$ cat src/rtl/stage_sequencer.sv
// Instruction stage sequencer: gathers immediates, latches the condition once at
// instruction start, then steps the ALU through the enabled stages and their repeats.
module stage_sequencer #(
   parameter int NUM_STAGES    = 4,
   parameter int REPEAT_BITS   = 3,
   parameter int NUM_IMM_WORDS = 2,
   localparam int SB = (NUM_STAGES > 1) ? $clog2(NUM_STAGES) : 1,
   localparam int IB = $clog2(NUM_IMM_WORDS + 1)
) (
   input  logic                              clk,
   input  logic                              reset_n,
   input  logic                              inst_valid,
   output logic                              inst_done,
   output logic                              skipped,
   input  logic [NUM_STAGES-1:0]             stage_en,
   input  logic [NUM_STAGES*REPEAT_BITS-1:0] stage_repeat,
   input  logic [NUM_STAGES-1:0]             stage_needs_imm,
   input  logic [IB-1:0]                     imm_words,
   output logic                              load_imm,
   input  logic                              imm_word_loaded,
   input  logic                              use_cc,
   input  logic [3:0]                        cc,
   input  logic                              flag_c,
   input  logic                              flag_v,
   input  logic                              flag_s,
   input  logic                              flag_z,
   input  logic                              ext_wait,
   input  logic                              op_done,
   output logic [SB-1:0]                     stage,
   output logic [REPEAT_BITS-1:0]            pass_index,
   output logic                              first_pass,
   output logic                              last_pass,
   output logic                              execute,
   output logic                              busy
);

   typedef enum logic {IDLE = 1'b0, RUN = 1'b1} state_t;

   state_t                 state_q, state_d;
   logic [SB-1:0]          stage_q, stage_d;
   logic [REPEAT_BITS-1:0] pass_q, pass_d;
   logic [IB-1:0]          imm_count_q, imm_count_d;
   logic                   cc_ok_q, cc_ok_d;

   logic [SB-1:0]          first_stage, next_stage;
   logic                   next_found;
   logic [REPEAT_BITS-1:0] rep_cur;
   logic                   needs_cur;
   logic                   imm_ready;

   function automatic logic cc_eval(input logic [3:0] code, input logic c, input logic v,
                                    input logic s, input logic z);
      logic base;
      case (code[2:0])
         3'd1:    base = z;
         3'd2:    base = s;
         3'd3:    base = c;
         3'd4:    base = c && !z;
         3'd5:    base = v;
         3'd6:    base = v && !z;
         default: base = 1'b1;
      endcase
      return base ^ code[3];
   endfunction

   // Scanning downward leaves the lowest qualifying index in each result.
   always_comb begin
      first_stage = '0;
      next_stage  = '0;
      next_found  = 1'b0;
      rep_cur     = '0;
      needs_cur   = 1'b0;
      for (int s = NUM_STAGES - 1; s >= 0; s--) begin
         if (stage_en[s]) first_stage = SB'(s);
         if (stage_en[s] && (SB'(s) > stage_q)) begin
            next_stage = SB'(s);
            next_found = 1'b1;
         end
         if (SB'(s) == stage_q) begin
            rep_cur   = stage_repeat[s*REPEAT_BITS +: REPEAT_BITS];
            needs_cur = stage_needs_imm[s];
         end
      end
   end

   always_comb begin
      state_d     = state_q;
      stage_d     = stage_q;
      pass_d      = pass_q;
      imm_count_d = imm_count_q;
      cc_ok_d     = cc_ok_q;
      inst_done   = 1'b0;
      skipped     = 1'b0;
      execute     = 1'b0;
      imm_ready   = (imm_count_q == imm_words);
      load_imm    = reset_n && inst_valid && (imm_count_q < imm_words);

      if (load_imm && imm_word_loaded) imm_count_d = imm_count_q + IB'(1);

      case (state_q)
         IDLE: begin
            if (inst_valid) begin
               cc_ok_d = !use_cc || cc_eval(cc, flag_c, flag_v, flag_s, flag_z);
               stage_d = first_stage;
               pass_d  = '0;
               state_d = RUN;
            end
         end
         RUN: begin
            if (!inst_valid) begin
               state_d     = IDLE;
               imm_count_d = '0;
               stage_d     = '0;
               pass_d      = '0;
            end else if (!cc_ok_q || (stage_en == '0)) begin
               // Skip only once every immediate word has been drained.
               if (imm_ready) begin
                  inst_done   = 1'b1;
                  skipped     = 1'b1;
                  state_d     = IDLE;
                  imm_count_d = '0;
                  stage_d     = '0;
                  pass_d      = '0;
               end
            end else begin
               execute = !ext_wait && !(needs_cur && !imm_ready);
               if (execute && op_done) begin
                  if (pass_q < rep_cur) begin
                     pass_d = pass_q + REPEAT_BITS'(1);
                  end else if (next_found) begin
                     stage_d = next_stage;
                     pass_d  = '0;
                  end else begin
                     inst_done   = 1'b1;
                     state_d     = IDLE;
                     imm_count_d = '0;
                     stage_d     = '0;
                     pass_d      = '0;
                  end
               end
            end
         end
         default: state_d = IDLE;
      endcase
   end

   always_ff @(posedge clk) begin
      if (!reset_n) begin
         state_q     <= IDLE;
         stage_q     <= '0;
         pass_q      <= '0;
         imm_count_q <= '0;
         cc_ok_q     <= 1'b0;
      end else begin
         state_q     <= state_d;
         stage_q     <= stage_d;
         pass_q      <= pass_d;
         imm_count_q <= imm_count_d;
         cc_ok_q     <= cc_ok_d;
      end
   end

   assign busy       = (state_q == RUN);
   assign stage      = stage_q;
   assign pass_index = pass_q;
   assign first_pass = busy && (pass_q == '0);
   assign last_pass  = busy && (pass_q == rep_cur);

endmodule
$ cat config.mk
export PLATFORM = sky130hd
export DESIGN_NAME = stage_sequencer
export DESIGN_NICKNAME = d
export VERILOG_FILES = /design/src/rtl/stage_sequencer.sv
export SDC_FILE = /design/constraint.sdc
export NUM_CORES = 1
export LEC_CHECK = 0
export BUFFER_PORTS_ARGS = -buffer_cell sky130_fd_sc_hd__buf_4
export CORE_MARGIN = 3
export CORE_UTILIZATION = 50
export CTS_BUF_LIST = sky130_fd_sc_hd__clkbuf_4 sky130_fd_sc_hd__clkbuf_8
export DETAILED_ROUTE_END_ITERATION = 12
export PLACE_DENSITY = 0.91
export SLEW_MARGIN = 15
export SYNTH_ARGS = -nofsm -noshare
export SYNTH_HDL_FRONTEND = slang
export SYNTH_SLANG_ARGS = --single-unit
$ cat constraint.sdc
create_clock -name clk -period 6.65 [get_ports clk]
set_input_delay 1.33 -clock clk [delete_from_list [all_inputs] [get_ports clk]]
set_output_delay 1.33 -clock clk [all_outputs]
set_load 0.01 [all_outputs]
* Yosys cells after proc, flatten, opt, wreduce, memory -nomap -nowiden
Cells that the tools add are included.
** Storage, ports and cells
- Output and inout bits :: 12
- Logic and storage cells :: 125
- Bits in registers :: 9
** Operators by class
- Eq/ne operators :: 15
- Muxes and demuxes :: 67
- Bitwise logic cells :: 2
- Order comparisons :: 6
- Add/subtract/negate cells :: 2
- Reductions and logical operators :: 28
** Operators with widths (count)
- 2-bit two-way mux :: 23
- 1-bit two-way mux :: 30
- 3-bit two-way mux :: 10
- 1-bit logical AND :: 14
- 3-bit equality test (second input constant) :: 3
- 4-bit != test (second input constant) :: 2
- 3-bit by 2-bit equality test with 1-bit output (second input constant) :: 2
- 1-bit zero test :: 6
- 1-bit case mux with 6 select lines :: 1
- 3-bit case mux with 2 select lines :: 1
- 2-bit equality test (first input constant) :: 2
- 1-bit by 2-bit greater-than comparator with 1-bit output (first input constant) :: 2
- 2-bit greater-than comparator (first input constant) :: 2
- 4-bit zero test :: 1
- 4-bit by 2-bit != test with 1-bit output (second input constant) :: 1
- 2-bit case mux with 2 select lines :: 1
- 4-bit AND reduction :: 1
- 3-bit by 1-bit adder with 3-bit output (second input constant) :: 1
- 3-bit by 1-bit equality test with 1-bit output (second input constant) :: 1
- 3-bit equality test :: 1
- 3-bit zero test :: 1
- 3-bit less-than comparator :: 1
- 3-bit AND reduction :: 1
- 2-bit by 1-bit adder with 2-bit output (second input constant) :: 1
- 10 further kinds :: 11

* Logic depth before layout (Yosys ltp)
Gate-level depths: netlist of the first run.
- Depth after elaboration :: 13
- Depth in mapped cells :: 9

* Worst setup path after synthesis of the first run
No wires, ideal clock.
- Path kind :: input-to-output
- Start point :: in stage_repeat[4]
- End point :: out inst_done
- Arrival time :: 2994 ps
- Path buffers :: 0
- Cell stages on the path :: 8
- Slack :: 2326 ps
- Path through :: mux4_1 > inv_1 > ha_1 > nor2b_1 > o21a_1 > o221a_2 > o21a_1 > and2_1
** On the way
- Word-level cells in the longest chain between the ends :: 8
** RTL lines
- start: declaration :: line 16 : input logic [NUM_STAGES*REPEAT_BITS-1:0] stage_repeat,
- 3-bit two-way mux (2 in series) :: line 79 : if (SB'(s) == stage_q) begin
- 3-bit less-than comparator :: line 128 : if (pass_q < rep_cur) begin
- 1-bit two-way mux :: line 128
- 1-bit two-way mux :: line 127 : if (execute && op_done) begin
- 1-bit two-way mux :: line 115 : end else if (!cc_ok_q || (stage_en == '0)) begin
- 1-bit two-way mux :: line 110 : if (!inst_valid) begin
- 1-bit two-way mux :: line 100 : case (state_q)
- end: declaration :: line 13 : output logic inst_done,
Every way passes these cells.

* Worst setup path after layout of the first run
Ends and elaborated chain as after synthesis.

==> flow_results.org, run 1 <==
** Drt
- In this run, the number of DRC markers left after iteration 0 of detailed routing was 46.
- 1st-pass router iterations :: 7
- Average wire per cell in the routed design :: 15.07 microns
- Count of antenna-violating nets left after detailed routing :: 0
- Across all layers, the routed design uses 1,125 vias.
- Post-route DRC :: 0
- Via-per-instance ratio :: 5.890
- The routed design has 2.878 mm of wire.

** Synthesis
- Of the post-synthesis cell area, the dominant cell type holds 0.1844.
- Fraction of the yosys area taken by sequential cells :: 0.1844
- Most common flop cell mapped by yosys :: sky130_fd_sc_hd__dfxtp_1
- Main area contributors after synthesis :: sky130_fd_sc_hd__dfxtp_1 (18%), sky130_fd_sc_hd__ha_1 (9.0%), sky130_fd_sc_hd__mux4_1 (8.1%)
- Net count after synthesis :: 162
- Number of enable-type register cells in the synthesized netlist :: 0
- Synthesis produced a netlist whose cell count is 118.
- The biggest area contributor in the post-synthesis netlist is sky130_fd_sc_hd__dfxtp_1.
- Number of different library cells in the post-synthesis netlist :: 42
- The synthesized design contains 9 register bits.
- After synthesis, the share of flip-flops with an asynchronous set or reset is 0.
- Dividing the synthesized area by the synthesized cell count gives 8.281 sq um.
- The Yosys step of the flow raised 0 warnings.
- Combined area of all synthesized cells :: 977.2 sq um

** Global routing
- For this run, the total global-route usage over all layers was measured as 0.2347.
- Entering global routing, the biggest net connects 15 pins.
- The total overflow left after global routing is 0.
- The via count of the first global-routing pass came to 1,090.
- Antenna violations before repair :: 0
- The first global-routing pass estimated 4.581 mm of wire.

** Pwr
- Switching power of the nets :: 0.00005213 W
- Leak :: 0.6281 nW
- Of the total power, registers draw 0.356.
- Of the total power, the share spent switching nets is 0.3098.
- Worst-case vdd ir drop :: 0.06450 mV
- Dividing total power by cell area gives a power density of 122.5 nW/um^2.
- Cell Int Power :: 0.0001162 W
- Of the total power, combinational logic draws 0.353.
- Of the total power, the clock network draws 0.290.

** CTS
- The number of setup buffers added after CTS is 0.
- Counting along the longest clock path gives a buffer depth of 2.
- The clock reaches the later pin of the worst-skew pair after 260 ps.
- Clock tree from TritonCTS :: built
- Post-CTS repair changed the size of 0 cells.
- Clock-pin slew on the worst setup and hold paths :: 70 ps
- Number of buffers added to fix hold violations after cts :: 0
- The number of clock buffers added by TritonCTS is 3.
- CTS saw 9 sinks.
- CTS Root Cell :: sky130_fd_sc_hd__clkbuf_4
- CTS built an H-tree with a depth of 1.

** Die
- In this run the horizontal extent of the chip is 50.21 microns.
- After floorplanning, the core was divided into 15 placement rows.
- For this configuration, the core starts out at a cell density of 0.5481.
- 49 I/O pins were placed.
- Die area :: 2521 sq um
- Total core area :: 1783 sq um
- Vertical die dimension :: 50.21 microns

** Layout
- Multi-input gate area :: 726.9 sq um
- From synthesis to final layout, the design area changed by 40.59%.
- In the final layout, the share of cells above drive strength 1 is 0.3614.
- Count of fill cells added during filler insertion :: 126
- The number of antenna diodes in the final layout is 0.
- Area taken by flip-flops and latches :: 180.2 sq um
- The net count of the finished layout is 211.
- For this run, the share of the core covered by cells in the final layout is 0.7705.

** Outcome
- Result of the run :: finished clean

** Timing
- Setup violations remaining at the end of the flow were counted as 0.
- Hold Violations, Final :: 0
- Final worst path period need :: 4597 ps
- Setup total negative slack on the finished layout was measured at 0 ps.
- For this run, the top clock speed supported by timing is 0.2175 GHz.
- Worst-case headroom to the max-slew limit :: 0.6839
- Final period utilization :: 0.6914
- Number of max-slew violations in the final report :: 0
- For the pin with the worst max-slew slack, the measured transition is 467.6 ps.
- Worst setup skew after layout :: 3.443 ps
- Setup slack on the critical path of the routed design comes to 2053 ps.
- Unrepaired setup endpoints after global routing :: false

** Worst hold path
- The worst hold path begins at pass_index[0].
- Min-Delay Endpoint :: pass_index[0]
- Tightest Hold Check Type :: register to register
- Worst hold path stage count :: 2

** Critical path
- Along the worst path, the maximum fanout reaches 2.
- Worst setup EP type :: output pin
- The worst register-to-register path ends at imm_count_q[1].
- Counting cells, the worst reg-to-reg path comes to 8.
- The worst setup path is of the input pin to output pin kind.
- Setup slack on the worst flop-to-flop path :: 4110 ps
- The worst setup path is launched from an input pin.
- Worst endpoint data arrival time :: 3270 ps
- At the worst endpoint, the required time is 5320 ps.
- The worst register-to-register path begins at stage[0].

** Placed design
- The count of buffers added on input and output ports is 48.
- Routability-driven placement finished with a final weighted congestion of 0.8593.
- Before CTS, the worst setup slack after placement is 2057 ps.
- HPWL after detailed placement :: 2.314 mm

** Run
- Max-capacitance violation count :: 0
## metrics by stage
| stage | hold WS [ps] | total power, W | cell area (sq um) | std cells |
|---|---|---|---|---|
| finish | 514.1 | 0.0001683 | 1374 | 191 |
| global route | 562.7 | 0.0001778 | 1374 | 191 |
| CTS | 523.9 | 0.0001673 | 1374 | 191 |
| detailed placement | 514.9 | 0.0001197 | 1344 | 187 |
| global placement | 504.2 | 0.0001167 | 1344 | 187 |
| floorplan | 522.1 | 0.00009171 | 977.2 | 118 |
## cell families (layout without fill, tap and decap cells)
family          Yosys count  after routing  share of synthesized area
simple gates             50             50                     0.2843
compound gates           28             28                     0.2279
buf+inv                  16             64                    0.07170
flops                     9              9                     0.1844
fa+ha+maj                 7              7                    0.08962
mux                       6              6                     0.1242
xor+xnor                  2              2                    0.01793
## state kept, by name (all words and copies together) (netlist names)
register	flops
pass_index	3
stage	2
busy	1
cc_ok_q	1
imm_count_q	2
## cell usage after synthesis, types with 2 or more instances
cell type                  instances
sky130_fd_sc_hd__o21a_1            3
sky130_fd_sc_hd__a21oi_1           6
sky130_fd_sc_hd__and2_1            2
sky130_fd_sc_hd__inv_1            12
sky130_fd_sc_hd__ha_1              7
sky130_fd_sc_hd__mux4_1            3
sky130_fd_sc_hd__a211oi_1          2
sky130_fd_sc_hd__nor3_1            6
sky130_fd_sc_hd__o221a_2           2
sky130_fd_sc_hd__mux2i_1           2
sky130_fd_sc_hd__nand2b_1          2
sky130_fd_sc_hd__nand2_1          14
sky130_fd_sc_hd__nor2_1            4
sky130_fd_sc_hd__o21ai_0           6
sky130_fd_sc_hd__nand3b_1          2
sky130_fd_sc_hd__dfxtp_1           9
sky130_fd_sc_hd__nand3_1           6
sky130_fd_sc_hd__nor2b_1           5
sky130_fd_sc_hd__buf_2             2
## cells in the final DEF, fill, tap and decap left out, types with 2 or more instances in the layout
master,count
sky130_fd_sc_hd__nand3_1,6
sky130_fd_sc_hd__nor3_1,6
sky130_fd_sc_hd__and2_1,2
sky130_fd_sc_hd__buf_4,48
sky130_fd_sc_hd__mux2i_1,2
sky130_fd_sc_hd__o21a_1,3
sky130_fd_sc_hd__a211oi_1,2
sky130_fd_sc_hd__o21ai_0,6
sky130_fd_sc_hd__ha_1,7
sky130_fd_sc_hd__nand2_1,14
sky130_fd_sc_hd__a21oi_1,6
sky130_fd_sc_hd__inv_1,12
sky130_fd_sc_hd__dfxtp_1,9
sky130_fd_sc_hd__nor2b_1,5
sky130_fd_sc_hd__o221a_2,2
sky130_fd_sc_hd__nor2_1,4
sky130_fd_sc_hd__mux4_1,3
sky130_fd_sc_hd__nand2b_1,2
sky130_fd_sc_hd__nand3b_1,2
sky130_fd_sc_hd__clkbuf_4,4
## power groups by stage
stage | Combinational [W] | Clock [W] | Sequential, W
5_1_grt | 0.0000641 | 0.0000534 | 0.0000604
3_3_place_gp | 0.0000557 | 0 | 0.0000611
6_report | 0.0000595 | 0.0000489 | 0.0000600
4_1_cts | 0.0000591 | 0.0000484 | 0.0000598
3_5_place_dp | 0.0000586 | 0 | 0.0000611
2_1_floorplan | 0.0000329 | 0 | 0.0000588
## layout make-up
cell class | count | area share
inverters | 12 | 0.03279
repair buffers | 48 | 0.2623
well taps | 25 | 0.02277
clock buffers | 4 | 0.02186
multi-input cells | 93 | 0.5291
flip-flops and latches | 9 | 0.1311
## critical path: stages
cell	delay, ps
sky130_fd_sc_hd__buf_4	100
sky130_fd_sc_hd__mux4_1	470
sky130_fd_sc_hd__inv_1	70
sky130_fd_sc_hd__ha_1	220
sky130_fd_sc_hd__nor2b_1	130
sky130_fd_sc_hd__o21a_1	190
sky130_fd_sc_hd__o221a_2	280
sky130_fd_sc_hd__o21a_1	180
sky130_fd_sc_hd__and2_1	150
sky130_fd_sc_hd__buf_4	140
## layer usage
metal / global-route usage / wire [microns]
met1: 0.2546 / 1076
met5: 0 / 0
met2: 0.4435 / 1539
met3: 0.04154 / 227
met4: 0.08756 / 34
## how the worst max path moves through the flow
stage / startpoint / slack, ps / to
floorplan: stage_repeat[4] / 2330 / inst_done
global placement: stage_repeat[4] / 2070 / inst_done
detailed placement: stage_repeat[4] / 2060 / inst_done
CTS: stage_repeat[4] / 2060 / inst_done
global route: stage_repeat[4] / 1970 / inst_done
finish: stage_repeat[4] / 2050 / inst_done
Note: power is estimated with default switching activity, not from simulation.
==> run 2, diff against run 1 <==
Settings changed: CORE_UTILIZATION 50 to 42, PLACE_DENSITY 0.91 to 0.82.
Clock period 6.65 ns to 3.7 ns, I/O delays scaled along.
==> run 2 against run 1 <==
Non-clock buffer count is 2 higher. Flip-flop and latch count stayed put. Sequential power is 75% higher. First-iteration DRC count is 43% lower. Hold slack worse by 4.2 ps. Clock power is 90% higher. Register-to-register slack worse by 2700 ps. Largest power group is now combinational logic. Highest routed layer unchanged.
==> flow_results.org, run 2 (synthesis gave the netlist of run 1 again) <==
** Critical path
- Kind of cell with the highest combined delay on the critical path :: compound AO/OA/AOI/OAI gates
- The register-to-register setup slack was 1370 ps (-2740 ps).
- The number of buffers and inverters on the critical path was 3 (unchanged).
- CP max-delay cell :: sky130_fd_sc_hd__mux4_1
- The maximum fanout encountered on the critical timing path came to 2 (unchanged).
- Capture point of the worst reg-to-reg path :: imm_count_q[1]
- Startpoint type of the worst setup path :: input pin
- Worst setup EP type :: output pin
- R2R depth :: 8 (unchanged)
- The arrival time reported for the critical path endpoint is 2710 ps (-560 ps).
- Worst stage delay on the critical path :: 480 ps (about the same)
- The data required time at the worst endpoint was 2960 ps (-2360 ps).
- Chain of cells forming the critical path :: buf_4 -> mux4_1 -> inv_1 -> ha_1 -> nor2b_1 -> o21a_1 -> o221a_2 -> o21a_1 -> and2_1 -> buf_4
- The critical path in this run is classified as input pin to output pin.
- The worst register-to-register path begins at stage[0].

** Placed design
- The count of input and output buffers is 48 (unchanged).
- The worst setup timing slack at the placement stage is 249.8 ps (-1807 ps).
- The placed instance count came to 191 (+2.1%).
- The routability congestion estimate was 0.9362 (+8.9%).
- The HPWL reported at the end of detailed placement is 2.153 mm (-7.0%).

** Timing
- Worst Slack Setup Final :: 253.7 ps (-1799 ps)
- Worst setup skew after layout :: 6.840 ps (+3.397 ps)
- Timing would allow up to 0.2902 GHz.
- The total setup violations reported at the end of the flow is 0 (unchanged).
- The number of max-slew violations in the final report was 0 (unchanged).
- Worst-case headroom to the max-slew limit :: 0.6759 (-0.007942)
- The number of failing hold endpoints at the final stage is 0 (unchanged).
- The actual slew at the worst max-slew pin is 480.8 ps (+13.24 ps).
- Unrepaired setup endpoints after global routing :: false
- Final period utilization :: 0.9314
- The summed negative setup slack over all endpoints came to 0 ps (unchanged).
- The worst path needs 3446 ps of the cycle, external delays included.
- Hold WS :: 509.9 ps (-4.231 ps)

** CTS
- The number of gates resized after cts is 0 (unchanged).
- Number of buffers added to fix hold violations after cts :: 0 (unchanged)
- In this run the clock root is driven by a sky130_fd_sc_hd__clkbuf_4.
- The clock transition at the register clock pins on the worst setup and hold paths after CTS was 70 ps (about the same).
- Number of clock buffers inserted by TritonCTS :: 3 (unchanged)
- Clock tree from TritonCTS :: built
- Bufs on Longest Clock Path :: 2 (unchanged)
- The number of clock sinks seen by CTS was 9 (unchanged).
- Number of post-CTS setup repair buffers :: 0 (unchanged)
- Clock latency reported for the late side of the worst-skew pair :: 280 ps (+20 ps)
- H-tree lvl count :: 1 (unchanged)

** Drt
- Count of antenna-violating nets left after detailed routing :: 0 (unchanged)
- Via-per-instance ratio :: 5.600 (-4.9%)
- The total detailed-routing wirelength came to 2.629 mm (-8.7%).
- Post-route DRC :: 0 (unchanged)
- Average wire per cell in the routed design :: 13.48 microns (-11%)
- Vias post-DR :: 1,092 (-2.9%)
- The total iterations of the first detailed-routing run is 4 (-3).
- 1st-iter DRT viols :: 26 (-43%)

** Global routing
- The via count of the first global-routing pass came to 1,045 (-4.1%).
- Sum of overflow across all layers after global routing :: 0 (unchanged)
- Antenna violations before repair :: 0 (unchanged)
- The total track usage was 0.2042 (-0.03049).
- The largest net degree at the start of global routing is 15 (unchanged).
- Global-route wire length before repair :: 4.319 mm (-5.7%)

** Outcome
- Result of the run :: finished clean

** Worst hold path
- Worst hold path stage count :: 2 (unchanged)
- Min-Delay Endpoint :: pass_index[0]
- The tightest min-delay check is of the register to register type.
- In this run the most critical hold path is launched from pass_index[0].

** Layout
- Relative to the synthesized area, the layout overhead comes to 42.38%.
- The number of antenna repair diodes was 0 (unchanged).
- Final nets :: 213 (+0.95%)
- Layout cell share with drive strength beyond 1 :: 0.3690 (+0.007602)
- The footprint of the flip-flops and latches is 180.2 sq um (unchanged).
- Number of flip-flops under the largest register name :: 3 (unchanged)
- Final cell count without fillers :: 195 (+2.1%)
- The library cell used most frequently in the layout, excluding fill and tap cells, is sky130_fd_sc_hd__buf_4.
- Most used cells in the layout excluding fill and tap cells :: sky130_fd_sc_hd__buf_4 (50), sky130_fd_sc_hd__nand2_1 (14), sky130_fd_sc_hd__inv_1 (12)
- The area of combinational cells with multiple inputs was 726.9 sq um (unchanged).
- The filler cell count came to 184 (+46%).

** Pwr
- The fraction of power consumed by sequential logic is 0.341 (-0.015).
- Clock power frac :: 0.302 (+0.012)
- Worst-case vdd ir drop :: 0.2030 mV (+210%)
- The power density relative to cell area was 220.3 nW/um^2 (+80%).
- Combinational fraction of design power :: 0.357 (+0.004)
- Leak :: 0.6388 nW (+1.7%)
- The switching portion of total power came to 0.3143 (+0.004521).
- The switching component of the power is 0.00009635 W (+85%).
- The cell internal power dissipation came to 0.0002102 W (+81%).

** Die
- The height of the die was 54.24 microns (+8.0%).
- Die area :: 2941 sq um (+17%)
- The count of standard-cell rows is 16 (+1).
- The starting density of the core came to 0.4694 (-0.07872).
- Total core area :: 2082 sq um (+17%)
- Top-level I/O count :: 49 (unchanged)
- The die width was 54.24 microns (+8.0%).

** Run
- The number of maximum-capacitance constraint violations is 0 (unchanged).
==> run 2: cell types whose count changed in the layout (fill, tap and decap cells not counted), sizes merged <==
| cell | previous run | this run |
|---|---|---|
| buf | 48 | 50 |
==> run 2: cell type report <==
type,instances,share of cell area
Multi-Input combinational cell,93,0.5225
Timing Repair Buffer,50,0.2698
Sequential cell,9,0.1295
Inverter,12,0.03237
Tap cell,27,0.02428
Clock buffer,4,0.02158
==> run 2: power groups by stage <==
| stage | clock network, W | logic, W | registers, W |
|---|---|---|---|
| floorplan | 0 | 0.0000592 | 0.000106 |
| global placement | 0 | 0.000105 | 0.000107 |
| detailed placement | 0 | 0.000109 | 0.000107 |
| CTS | 0.0000941 | 0.000110 | 0.000105 |
| global route | 0.000101 | 0.000121 | 0.000105 |
| finish | 0.0000927 | 0.000109 | 0.000105 |
==> run 2: worst max path at each step <==
stage	slack, ps	from	to	depth (start not counted)
finish	250	stage_repeat[4]	inst_done	10
global route	170	stage_repeat[4]	inst_done	10
CTS	240	stage_repeat[4]	inst_done	10
detailed placement	250	stage_repeat[4]	inst_done	10
global placement	300	stage_repeat[4]	inst_done	10
floorplan	560	stage_repeat[4]	inst_done	8
==> run 2: worst min-delay path, delay by kind of cell, from the launching register on <==
family             cells  cell delay (ps)
DFF                    1              340
and+or+nand+nor        1               70
AOI/OAI and AO/OA      1               60
==> run 2: metal layers <==
metal,up-vias,track usage,share of wire
met2,47,0.3367,0.50
met3,5,0.06267,0.092
met1,502,0.2353,0.39
met4,0,0.1079,0.016
met5,-,0,0
li1,538,-,-
==> run 2: metrics by stage <==
step / power (W) / cell area (sq um) / util
2_1_floorplan: 0.0001648 / 977.2 / -
3_3_place_gp: 0.0002118 / 1361 / 0.6538
3_5_place_dp: 0.0002161 / 1361 / 0.6538
4_1_cts: 0.0003085 / 1391 / 0.6683
5_1_grt: 0.0003277 / 1391 / 0.6683
6_report: 0.0003066 / 1391 / 0.6683
